==> src/rtl/pipeline_skid_reg.sv <==
// -----------------------------------------------------------------------------
// pipeline_skid_reg
//
// Full valid/ready register slice. Both the forward path (out_valid, out_data)
// and the backward path (in_ready) come straight from flops, so there is no
// combinational path from out_ready to in_ready. A two-entry buffer (main +
// skid) absorbs the word already in flight when downstream stalls.
//
// Optional feature macro: SKID_STATS_EN
//   When defined, the CNT_WIDTH parameter and the stall_cnt/occupancy ports
//   exist. When undefined, they are absent and the datapath is unchanged.
//
// Parameters
//   DATA_WIDTH  payload width in bits
//   CNT_WIDTH   stall counter width (SKID_STATS_EN only)
//
// Ports
//   clk        single clock, all logic on the rising edge
//   reset      synchronous, active-high
//   in_valid   upstream word valid (ignored while in_ready = 0)
//   in_ready   registered; block can accept a word this cycle
//   in_data    upstream payload
//   out_valid  registered; main entry holds a valid word
//   out_ready  downstream accepts
//   out_data   registered payload from the main entry
//   stall_cnt  saturating count of cycles with out_valid & !out_ready
//   occupancy  entries held: 0 / 1 / 2
// -----------------------------------------------------------------------------
module pipeline_skid_reg #(
  parameter int unsigned DATA_WIDTH = 32
`ifdef SKID_STATS_EN
  , parameter int unsigned CNT_WIDTH = 16
`endif
) (
  input  logic                  clk,
  input  logic                  reset,
  input  logic                  in_valid,
  output logic                  in_ready,
  input  logic [DATA_WIDTH-1:0] in_data,
  output logic                  out_valid,
  input  logic                  out_ready,
  output logic [DATA_WIDTH-1:0] out_data
`ifdef SKID_STATS_EN
  ,
  output logic [CNT_WIDTH-1:0]  stall_cnt,
  output logic [1:0]            occupancy
`endif
);

  // Encoding equals the number of entries held, so occupancy is the state.
  typedef enum logic [1:0] {
    ST_EMPTY = 2'd0,
    ST_BUSY  = 2'd1,
    ST_FULL  = 2'd2
  } state_e;

  state_e                state_q, state_d;
  logic [DATA_WIDTH-1:0] main_q, main_d;
  logic [DATA_WIDTH-1:0] skid_q, skid_d;
  logic                  out_valid_q, out_valid_d;
  logic                  in_ready_q, in_ready_d;

  logic acc;
  logic con;

  assign acc = in_valid & in_ready_q;
  assign con = out_valid_q & out_ready;

  // NOTE: every signal written here gets a default first, so no path through
  // the case statement can leave one unassigned and infer a latch.
  always_comb begin
    state_d = state_q;
    main_d  = main_q;
    skid_d  = skid_q;

    unique case (state_q)
      ST_EMPTY: begin
        if (acc) begin
          main_d  = in_data;
          state_d = ST_BUSY;
        end
      end
      ST_BUSY: begin
        if (acc && con) begin
          main_d = in_data;          // full throughput: replace as it leaves
        end else if (acc) begin
          skid_d  = in_data;         // word in flight while downstream stalls
          state_d = ST_FULL;
        end else if (con) begin
          state_d = ST_EMPTY;
        end
      end
      ST_FULL: begin
        // in_ready is low here, so acc cannot occur.
        if (con) begin
          main_d  = skid_q;
          skid_d  = '0;
          state_d = ST_BUSY;
        end
      end
      default: state_d = ST_EMPTY;
    endcase

    // Both handshake outputs are computed from the next state and registered.
    out_valid_d = (state_d != ST_EMPTY);
    in_ready_d  = (state_d != ST_FULL);
  end

  // NOTE: sequential state uses non-blocking assignments so every flop samples
  // the pre-edge values regardless of block evaluation order. The two data
  // entries are reset as well, since out_data must read zero after reset.
  always_ff @(posedge clk) begin
    if (reset) begin
      state_q     <= ST_EMPTY;
      main_q      <= '0;
      skid_q      <= '0;
      out_valid_q <= 1'b0;
      in_ready_q  <= 1'b0;
    end else begin
      state_q     <= state_d;
      main_q      <= main_d;
      skid_q      <= skid_d;
      out_valid_q <= out_valid_d;
      in_ready_q  <= in_ready_d;
    end
  end

  assign in_ready  = in_ready_q;
  assign out_valid = out_valid_q;
  assign out_data  = main_q;

`ifdef SKID_STATS_EN
  logic [CNT_WIDTH-1:0] stall_cnt_q, stall_cnt_d;

  always_comb begin
    stall_cnt_d = stall_cnt_q;
    if (out_valid_q && !out_ready && (stall_cnt_q != '1)) begin
      stall_cnt_d = stall_cnt_q + CNT_WIDTH'(1);
    end
  end

  always_ff @(posedge clk) begin
    if (reset) begin
      stall_cnt_q <= '0;
    end else begin
      stall_cnt_q <= stall_cnt_d;
    end
  end

  assign stall_cnt = stall_cnt_q;
  assign occupancy = state_q;
`endif

endmodule
==> config.mk <==
export PLATFORM = sky130hd
export DESIGN_NAME = pipeline_skid_reg
export DESIGN_NICKNAME = d
export VERILOG_FILES = /design/src/rtl/pipeline_skid_reg.sv
export SDC_FILE = /design/constraint.sdc
export NUM_CORES = 1
export LEC_CHECK = 0
export ABC_AREA = 0
export BUFFER_PORTS_ARGS = -buffer_cell sky130_fd_sc_hd__buf_2
export CELL_PAD_IN_SITES_DETAIL_PLACEMENT = 0
export CELL_PAD_IN_SITES_GLOBAL_PLACEMENT = 1
export CORE_MARGIN = 2
export CORE_UTILIZATION = 46
export CTS_CLUSTER_DIAMETER = 30
export DETAILED_ROUTE_END_ITERATION = 8
export GPL_TIMING_DRIVEN = 0
export PLACE_DENSITY = 0.91
export SLEW_MARGIN = 20
export SYNTH_ARGS = -nofsm -noshare
export SYNTH_HDL_FRONTEND = slang
export SYNTH_SLANG_ARGS = --single-unit
==> constraint.sdc <==
create_clock -name clk -period 3.8 [get_ports clk]
set_clock_uncertainty 0.15 [all_clocks]
set_input_delay 0.38 -clock clk [delete_from_list [all_inputs] [get_ports clk]]
set_output_delay 0.38 -clock clk [all_outputs]
set_load 0.005 [all_outputs]
# Word level (Yosys, flattened, before mapping)
# Index checks and enable logic that the tools add are counted.
dict set report word_totals {
  register_bits 68
  input_bits 36
  out_inout_bits 34
}
dict set report op_classes {
  n_reduce_logical 7
  muxes 13
  n_eq_ne 8
  bitwise_logic 2
}
# cell count
set op_table {}
lappend op_table {{$mux 32} 5}
lappend op_table {{$pmux 32 s3} 1}
lappend op_table {{$pmux 32 s2} 1}
lappend op_table {{$ne 2x2->1 const B} 6}
lappend op_table {{$mux 2} 5}
lappend op_table {{$reduce_and 4->1} 2}
lappend op_table {{$pmux 2 s3} 1}
lappend op_table {{$reduce_bool 2->1} 2}
lappend op_table {{$reduce_bool 3->1} 1}
lappend op_table {{$and 1x1->1} 2}
lappend op_table {{$eq 2x1->1 const B} 1}
lappend op_table {{$eq 2x2->1 const B} 1}
lappend op_table {{$logic_not 2->1} 1}
lappend op_table {{$logic_and 1x1->1} 1}

# Logic depth before layout (Yosys ltp)
# Gate-level depths: netlist of the first run.
dict set report logic_depth {
  ltp_word 6
  depth_mapped 5
  mapped_depth_nobuf 3
}

# Worst setup path after synthesis of the first run
# Ideal clock, no wire load.
dict set report synth_path {
  path_kind {register to register}
  startpoint {register state_q[1]}
  endpoint {register main_q[17] (netlist: out_data[17])}
  path_stages_with_launch 6
  setup_slack_ns 2.348
  required_time_ns 3.504
  path_buffers 2
  synth_period_minus_slack_ns 1.452
  t_arrival_ns 1.156
  setup_ns 0.146
  cell_sequence {dfxtp_1 > and3b_1 > buf_6 > buf_4 > a211oi_2 > a211oi_2}
}
dict set report synth_via {
  elab_chain_len 3
  elab_cells_between_ends 9
  cone_classes {eq/ne (5); mux (1); reduce/logical (3)}
}
# element line
set synth_rtl {}
lappend synth_rtl {{from (decl)} 57} ;# state_e state_q, state_d;
lappend synth_rtl {{from (signal assigned)} 120} ;# state_q <= state_d;
lappend synth_rtl {{$eq 2x1->1, or another cell as far along} 76} ;# unique case (state_q)
lappend synth_rtl {{$ne 2x2->1 (no line) or $reduce_bool 3->1 (tied branches)} --}
lappend synth_rtl {{$reduce_and 4->1 (no line)} --}
lappend synth_rtl {{to (signal assigned)} 121} ;# main_q <= main_d;
lappend synth_rtl {{to (decl)} 58} ;# logic [DATA_WIDTH-1:0] main_q, main_d;
# Parallel ways exist; a longest one is shown, timed or not.
# A chain may end at the register's enable or synchronous reset.

# Worst setup path after layout of the first run
dict set report layout_path {
  startpoint {register out_valid_q (netlist: out_valid)}
  endpoint {register skid_q[22]}
}
dict set report layout_via {
  elab_chain_len 4
  elab_cells_between_ends 5
  cone_classes {eq/ne (2); bitwise (1); reduce/logical (2)}
}
# element line
set layout_rtl {}
lappend layout_rtl {{from (decl)} 60} ;# logic out_valid_q, out_valid_d;
lappend layout_rtl {{from (signal assigned)} 123} ;# out_valid_q <= out_valid_d;
lappend layout_rtl {{$and 1x1->1 *} 67} ;# assign con = out_valid_q & out_ready;
lappend layout_rtl {{$logic_and 1x1->1} 84} ;# if (acc && con) begin
lappend layout_rtl {{$ne 2x2->1 (no line)} --}
lappend layout_rtl {{$reduce_and 4->1 (no line) *} --}
lappend layout_rtl {{to (signal assigned)} 122} ;# skid_q <= skid_d;
lappend layout_rtl {{to (decl)} 59} ;# logic [DATA_WIDTH-1:0] skid_q, skid_d;
# Mark *: on every way between the ends. The rest lies on a longest branch, timed or not.

==> impl_metrics.toml, run 1 <==
[clock_network]
htreeDepth = 3
clk_pin_slew_ns = 0.08
cts_root_buf = "clkbuf_8"
postCtsSetupBuffers = 0
cts_max_path_buffers = 2
tritoncts = "done"
clock_sinks = 68
postCtsHoldBufs = 0
worstSkewPairLatency_ns = 0.35
cts_resized = 0
numCtsBuffers = 9

[timing]
grt_setup_unrepaired = "false"
tns_ns = 0
finalHoldViolCount = 0
setup_viol = 0
slew_violations = 0
relSlewSlack_pct = 43.5
fmax_mhz = 567
fin_ws_ns = 2.04
tightest_slew_ns = 0.847
post-route-min-period_ns = 1.76
fin_crit_sh_pct = 46.4

[synth]
yosysWarnings = 0
ys_types = 27
syn_inst = 325
ys_ff_latch = 68
yosysSeqAreaShare_pct = 39.2
avgSynthCellArea_sq_um = 10.7
ys_top_cells_by_area = "dfxtp_1, a211oi_2, mux2i_1, o211ai_1, nand4_1"
syn_area_sq_um = 3470
syn-num-nets = 361
synth_top_area_share_pct = 39.2
synth_top_area_cell = "dfxtp_1"

[global_route]
antenna_found_initial = 0
first_global_vias = 2983
track_usage_pct = 22.7
gr-total-overflow = 0
grt_max_degree = 13
grt_pass1_wl_mm = 15.1

[pwr]
power_frac_clock_pct = 44.2
p_leak_nw = 1.74
p_switching_w = 0.000508
power_frac_seq_pct = 39.2
worst_ir_drop_vdd_v = 0.000222
p_int_w = 0.00149
switching_share_pct = 25.5
combPwrFrac_pct = 16.6
p_per_area_nw_per_um2 = 471

[final_layout]
num-fill-cells = 699
drive_gt1_share_pct = 43.2
nets = 441
area_growth_pct = 22.1
finalNonFillerCells = 509
final_area_sq_um = 4240
antenna_cells = 0
final_common_cell = "buf_2"
mostFrequentLayoutCells = "buf_2, dfxtp_1, a211oi_2"
fin_util_pct = 58.1

[die]
ios = 70
fp.dieW_um = 90.9
start_util_pct = 47.6
rows = 31
die_h_um = 90.9
core_sq_um = 7290
dieArea_sq_um = 8260

[route]
drtIter0Drc = 178
ant_nets = 0
drc_errors = 0
routed-via-count = 3028
first_pass_iters = 5
wire_per_inst_um = 18.2
wl_mm = 9.27
via_per_inst = 5.95

[critical_path]
rr_worst_depth = 4
cp.depth = 4
slowest_stage = "clkbuf_1"
worstSetupPathType = "reg2reg"
timing.rr.start = "out_valid"
critPathBufInv = 1
r2r_slack_ns = 2.04
critPathRequiredTime_ns = 3.93
critPathMaxStageDelay_ns = 0.51
worstPathMaxFanout = 10
crit_family = "buffers and inverters"
worstSetupStartpointType = "flip-flop"
endpoint_kind = "flip-flop"
worstPathArrival_ns = 1.89
cp_cell_sequence = "nand2_1 > clkbuf_1 > nand4_1 > a21oi_1"
cp-startpoint = "out_valid"

[job]
maxCapViolCount = 0

[hold_path]
hp-class = "in2reg"
min_path_cells = 2
holdCritStartpoint = "reset"

[place]
placed_cell_area_sq_um = 3940
dpl.hpwl_mm = 6.27
io_buffer_count = 69
gp_congestion = 0.794
dpl.cell_count = 493
pre_cts_ws_ns = 1.93

[run_status]
outcome = "finished, final reports clean"
==> flip-flops by register name, summed over array words and instances, names as in the netlist <==
register,flops
skid_q,32
state_q,2
in_ready,1
out_data,32
out_valid,1
==> path summary, 6_finish.rpt <==
kind,endpoint
setup / recovery,skid_q[22]
hold / removal,state_q[0]
setup reg to reg,skid_q[22]
hold reg to reg,skid_q[1]
==> metrics by stage <==
step                      total power (W)  hold slack (ns)
after global routing              0.00207            0.114
final                             0.00199            0.103
after global placement            0.00112            0.336
after detailed placement          0.00113            0.344
after CTS                         0.00200            0.100
after floorplan                   0.00102            0.306
==> power by group through the flow <==
stage / clock [W] / combinational, W / sequential, W
6_report: 0.000881 / 0.000332 / 0.000782
5_1_grt: 0.000922 / 0.000358 / 0.000786
4_1_cts: 0.000884 / 0.000332 / 0.000781
3_5_place_dp: 0 / 0.000330 / 0.000798
3_3_place_gp: 0 / 0.000324 / 0.000796
2_1_floorplan: 0 / 0.000221 / 0.000797
==> worst register-to-register path, delay by kind of cell (launching register included) <==
| kind | cells | cell delay (ns) |
|---|---|---|
| buf+inv | 1 | 0.51 |
| simple gates | 2 | 0.48 |
| flops | 1 | 0.38 |
| compound gates | 1 | 0.17 |
==> cell families after synthesis <==
group | count (synthesis) | synth area share [%]
simple gates | 43 | 8.08
buf+inv | 46 | 8.08
mux | 32 | 9.23
compound gates | 136 | 35.4
flops | 68 | 39.2
==> synthesized netlist by cell type <==
master and instances:
nor4bb_1 1, nor3_1 1, dfxtp_1 68, o21bai_1 1, and2_1 1, and4b_1 1
a211oi_2 58, o21ai_0 2, nand3_1 1, buf_6 6, o21ai_2 1, buf_2 14
nand4b_1 1, a21boi_2 1, nand2b_1 1, nand3b_1 1, a211oi_1 6, a21oi_1 34
nand2_1 1, a21bo_1 1, clkbuf_1 13, inv_1 1, nand4_1 32, and3b_1 2
mux2i_1 32, buf_4 12, o211ai_1 32
==> metal layers <==
metal	vias to the layer above	GRT usage, %	share of wire [%]
li1	1444	-	-
met1	1464	30.4	46
met2	104	36.6	47
met3	16	4.42	5.3
met4	0	7.58	1.5
met5	-	0	0
==> layout make-up <==
type | count | area, sq um | area share, %
Tap cell | 99 | 124 | 2.92
Timing Repair Buffer | 69 | 345 | 8.15
Clock inverter | 6 | 159 | 3.75
Clock buffer | 10 | 138 | 3.25
Sequential cell | 68 | 1360 | 32.1
Inverter | 1 | 3.75 | 0.0886
Buffer | 45 | 277 | 6.53
Multi-Input combinational cell | 211 | 1830 | 43.2
No activity file was read; power rests on OpenSTA's default activity.
==> inputs of run 2 (changes only) <==
--- a/config.mk
+++ b/config.mk
@@ -10,11 +10,11 @@
 export CELL_PAD_IN_SITES_DETAIL_PLACEMENT = 0
 export CELL_PAD_IN_SITES_GLOBAL_PLACEMENT = 1
 export CORE_MARGIN = 2
-export CORE_UTILIZATION = 46
+export CORE_UTILIZATION = 38
 export CTS_CLUSTER_DIAMETER = 30
 export DETAILED_ROUTE_END_ITERATION = 8
 export GPL_TIMING_DRIVEN = 0
-export PLACE_DENSITY = 0.91
+export PLACE_DENSITY = 0.81
 export SLEW_MARGIN = 20
 export SYNTH_ARGS = -nofsm -noshare
 export SYNTH_HDL_FRONTEND = slang
==> constraint.sdc (replaced) <==
create_clock -name clk -period 1.5 [get_ports clk]
set_clock_uncertainty 0.15 [all_clocks]
set_input_delay 0.15 -clock clk [delete_from_list [all_inputs] [get_ports clk]]
set_output_delay 0.15 -clock clk [all_outputs]
set_load 0.005 [all_outputs]
==> run 2 against run 1 <==
  * Largest power group is now registers
  * Via count up 6.0%
  * Sequential power rose to 2.5 times the previous value
  * Critical path type unchanged
  * The run now ends with setup timing left
  * Cell area is 13% higher
  * Clock power increased by 66%
  * Worst hold slack worse by 0.0087 ns
  * Critical endpoint is now skid_q[10]
==> impl_metrics.toml, run 2 (synthesis gave the netlist of run 1 again) <==
[timing]
fin_crit_sh_pct = 107
fin_ws_ns = -0.0985
tns_ns = -3.27
fmax_mhz = 626
relSlewSlack_pct = 42.6
slew_violations = 0
tightest_slew_ns = 0.860
finalHoldViolCount = 0
grt_setup_unrepaired = "true"
post-route-min-period_ns = 1.60
setup_viol = 62

[final_layout]
final_common_cell = "buf_2"
num-fill-cells = 809
regArea_sq_um = 1370
nets = 488
antenna_cells = 0
drive_gt1_share_pct = 43.2
mostFrequentLayoutCells = "buf_2, dfxtp_1, a211oi_2"
area_growth_pct = 37.3
multi_input_area_sq_um = 1860

[route]
wire_per_inst_um = 17.7
ant_nets = 0
drtIter0Drc = 120
routed-via-count = 3210
first_pass_iters = 4
wl_mm = 9.97
drc_errors = 0
via_per_inst = 5.69

[global_route]
grt_pass1_wl_mm = 15.8
first_global_vias = 3122
track_usage_pct = 20.1
grt_max_degree = 11
gr-total-overflow = 0
antenna_found_initial = 0

[pwr]
worst_ir_drop_vdd_v = 0.000397
p_per_area_nw_per_um2 = 936
total_power_w = 0.00446
p_leak_nw = 1.96

[place]
pre_cts_ws_ns = -0.228
dpl.hpwl_mm = 6.38
gp_congestion = 0.788
io_buffer_count = 69

[critical_path]
worstPathArrival_ns = 1.65
cp_cell_sequence = "buf_6 > nand4b_1 > buf_4 > buf_8 > o211ai_1 > a21oi_1"
worstSetupPathType = "reg2reg"
critPathMaxStageDelay_ns = 0.33
slowest_stage = "dfxtp_2"
critPathBufInv = 3
worstSetupStartpointType = "flip-flop"
endpoint_kind = "flip-flop"
crit_family = "buffers and inverters"
critPathRequiredTime_ns = 1.55
worstPathMaxFanout = 10

[run_status]
violations = "setup timing"
outcome = "finished, violations left"

[clock_network]
cts_root_buf = "clkbuf_8"
tritoncts = "done"
htreeDepth = 3
clk_pin_slew_ns = 0.07
numCtsBuffers = 9
cts_max_path_buffers = 2
clock_sinks = 68
worstSkewPairLatency_ns = 0.34

[die]
dieArea_sq_um = 9910
die_h_um = 99.6
fp.dieW_um = 99.6
start_util_pct = 39.4
rows = 34
ios = 70
core_sq_um = 8810

[hold_path]
hp-class = "in2reg"

[job]
maxCapViolCount = 0
[run 2: cell count changes in the layout (fill, tap and decap cells not counted), sizes merged]
| cell | delta |
|---|---|
| buf | +11 |
| bufinv | -4 |
| clkbuf | +6 |
| dlygate4sd3 | +33 |
[run 2: per-layer routing]
| layer | GRT usage [%] | vias up | share of wire [%] |
|---|---|---|---|
| li1 | - | 1541 | - |
| met1 | 26.2 | 1574 | 46 |
| met2 | 33.7 | 83 | 49 |
| met3 | 2.88 | 12 | 3.3 |
| met4 | 7.17 | 0 | 1.5 |
| met5 | 0 | - | 0 |
[run 2: tightest hold or removal path: stages]
cell	delay [ns]
buf_2	0.13
mux2i_2	0.18
a211oi_2	0.09
[run 2: path summary, 6_finish.rpt]
kind / slack [ns] / startpoint / cells past startpoint / end
max: -0.1 / state_q[0] / 6 / skid_q[10]
min: 0.09 / in_data[0] / 3 / out_data[0]
max reg2reg: -0.1 / state_q[0] / 6 / skid_q[10]
min reg2reg: 0.35 / skid_q[27] / 2 / skid_q[27]
[run 2: timing repair]
item | 4_1_cts | 5_1_grt
endpoints found under the hold margin | 33 | 1
buffers inserted | 7 | 3
hold buffers | 32 | 1
setup endpoints to repair | 65 | 65
pin swaps | 34 | 3
gates cloned | 1 | 3
resized for setup | 32 | 12
[run 2: cell type report]
type                    count  area share (%)
clock inverters             2           0.735
flip-flops and latches     68            28.7
plain buffers              45            7.61
well taps                 108            2.83
inverters                   1          0.0787
clock buffers              13            3.12
repair buffers            116            17.9
multi-input cells         211            39.1
[run 2: power by group]
part	leakage, nW	total (W)	switching [W]	internal (W)
sequential	0.556	0.00198	0.0000739	0.00191
clock	0.0935	0.00146	0.000659	0.000804
combinational	1.31	0.00101	0.000509	0.000506
[run 2: metrics by stage]
step	instance area (sq um)	std cells	hold WS, ns	util [%]
finish	4770	564	0.0939	54.1
global route	4770	564	0.106	54.1
CTS	4620	557	-0.122	52.4
detailed placement	3950	502	0.243	44.9
global placement	3950	502	0.245	44.9
floorplan	3470	325	0.0757	-
==> inputs of run 3 (changes only) <==
--- a/config.mk
+++ b/config.mk
@@ -13,9 +13,12 @@
 export CORE_UTILIZATION = 38
 export CTS_CLUSTER_DIAMETER = 30
 export DETAILED_ROUTE_END_ITERATION = 8
+export GPL_ROUTABILITY_DRIVEN = 0
 export GPL_TIMING_DRIVEN = 0
 export PLACE_DENSITY = 0.81
+export SETUP_SLACK_MARGIN = 0.15
 export SLEW_MARGIN = 20
 export SYNTH_ARGS = -nofsm -noshare
 export SYNTH_HDL_FRONTEND = slang
 export SYNTH_SLANG_ARGS = --single-unit
+export TNS_END_PERCENT = 20
==> run 3 against run 2 <==
  * The flow still finishes with violations (setup timing)
  * Register-to-register slack improved by 0.02 ns
  * Critical path depth down 1
  * Worst hold slack better by 0.049 ns
  * Flip-flop and latch count unchanged
  * Worst setup slack improved by 0.018 ns
  * Critical endpoint is now out_data[4]
  * Largest cell class unchanged
==> impl_metrics.toml, run 3 (synthesis gave the netlist of run 1 again) <==
[route]
ant_nets = 0
first_pass_iters = 4
drc_errors = 0
via_per_inst = 5.67
wl_mm = 10.1
routed-via-count = 3232
wire_per_inst_um = 17.7
drtIter0Drc = 146

[timing]
setup_viol = 63
grt_setup_unrepaired = "true"
post-route-min-period_ns = 1.58
tightest_slew_ns = 0.834
fmax_mhz = 633
slew_violations = 0
fin_ws_ns = -0.0801
relSlewSlack_pct = 44.4
fin_crit_sh_pct = 105
holdWs_ns = 0.143
finalHoldViolCount = 0

[global_route]
grt_max_degree = 11
grt_pass1_wl_mm = 16.1
first_global_vias = 3175
antenna_found_initial = 0
track_usage_pct = 20.3
gr-total-overflow = 0

[die]
dieArea_sq_um = 9910
die_h_um = 99.6
rows = 34
core_sq_um = 8810
start_util_pct = 39.4
fp.dieW_um = 99.6
ios = 70

[critical_path]
worstSetupPathType = "reg2reg"
critPathRequiredTime_ns = 1.54
critPathMaxStageDelay_ns = 0.37
cp_cell_sequence = "nand3b_1 > o21ai_4 > buf_6 > clkbuf_16 > a211oi_2"
worstPathMaxFanout = 8
worstSetupStartpointType = "flip-flop"
worstPathArrival_ns = 1.62
endpoint_kind = "flip-flop"
slowest_stage = "dfxtp_4"

[final_layout]
final_common_cell = "buf_2"
num-fill-cells = 797
area_growth_pct = 39.8
antenna_cells = 0
nets = 493
drive_gt1_share_pct = 44.2
mostFrequentLayoutCells = "buf_2, dfxtp_1, a211oi_2"
finalNonFillerCells = 570

[clock_network]
worstSkewPairLatency_ns = 0.34
numCtsBuffers = 9
cts_max_path_buffers = 2
cts_root_buf = "clkbuf_8"
tritoncts = "done"
clk_pin_slew_ns = 0.07
htreeDepth = 3
clock_sinks = 68

[place]
io_buffer_count = 69
dpl.cell_count = 502
dpl.hpwl_mm = 6.43

[hold_path]
hp-class = "in2reg"

[job]
maxCapViolCount = 0

[pwr]
p_per_area_nw_per_um2 = 899
worst_ir_drop_vdd_v = 0.000460
p_leak_nw = 2.00

[run_status]
outcome = "finished, violations left"
violations = "setup timing"
run 3: changes by cell type in the layout (fill, tap and decap cells not counted), moves of 2 or more:
cell      change
buf_2         -5
buf_4         +4
a211oi_1      +2
buf_12        +2
clkbuf_4      +2
run 3: routing by layer:
metal,GRT usage [%],vias to the layer above,routed length (um)
met5,0,-,0
met1,27.7,1568,4650
li1,-,1558,-
met3,3.37,9,446
met2,33.4,97,4920
met4,5.58,0,92
run 3: where the power goes:
group	total, W	switching (W)	internal [W]
Clock	0.00133	0.000690	0.000644
Sequential	0.00198	0.0000747	0.00191
Combinational	0.00104	0.000514	0.000531
run 3: critical path, delay by kind of cell, from the launching register on:
kind,cells,cell delay (ns)
buffers and inverters,2,0.30
DFF,1,0.37
AOI/OAI and AO/OA,2,0.32
and+or+nand+nor,1,0.28
run 3: final cells by class:
class | count | area [sq um] | share of cell area, %
inverter | 1 | 3.75 | 0.0774
timing repair buffer | 122 | 937 | 19.3
clock inverter | 2 | 10.0 | 0.206
tap | 108 | 135 | 2.78
clock buffer | 14 | 153 | 3.15
multi-input combinational | 211 | 1860 | 38.4
sequential | 68 | 1370 | 28.2
buffer | 44 | 382 | 7.86
run 3: per-stage QoR:
stage               setup TNS (ns)  worst slack (ns)  total power [W]  instance area, sq um  utilization [%]
floorplan                        0            0.0854          0.00258                  3480                -
global placement             -8.59            -0.202          0.00285                  3960             44.9
detailed placement           -9.13            -0.209          0.00286                  3960             44.9
CTS                          -1.15           -0.0415          0.00433                  4710             53.5
global route                 -6.30            -0.134          0.00457                  4850             55.1
finish                       -2.60           -0.0801          0.00436                  4850             55.1
run 3: final timing paths:
path,startpoint,endpoint,slack (ns),cells after the start
setup / recovery,state_q[1],out_data[4],-0.08,5
hold / removal,out_ready,out_valid,0.14,4
setup reg to reg,state_q[1],out_data[4],-0.08,5
hold reg to reg,skid_q[7],skid_q[7],0.35,2
run 3: what timing repair did:
item,4_1_cts,5_1_grt
buffers inserted,12,2
resized for setup,38,18
hold endpoints to repair,33,0
hold buffers,33,0
pin swaps,13,19
cloned,3,3
endpoints found under the setup margin,67,67
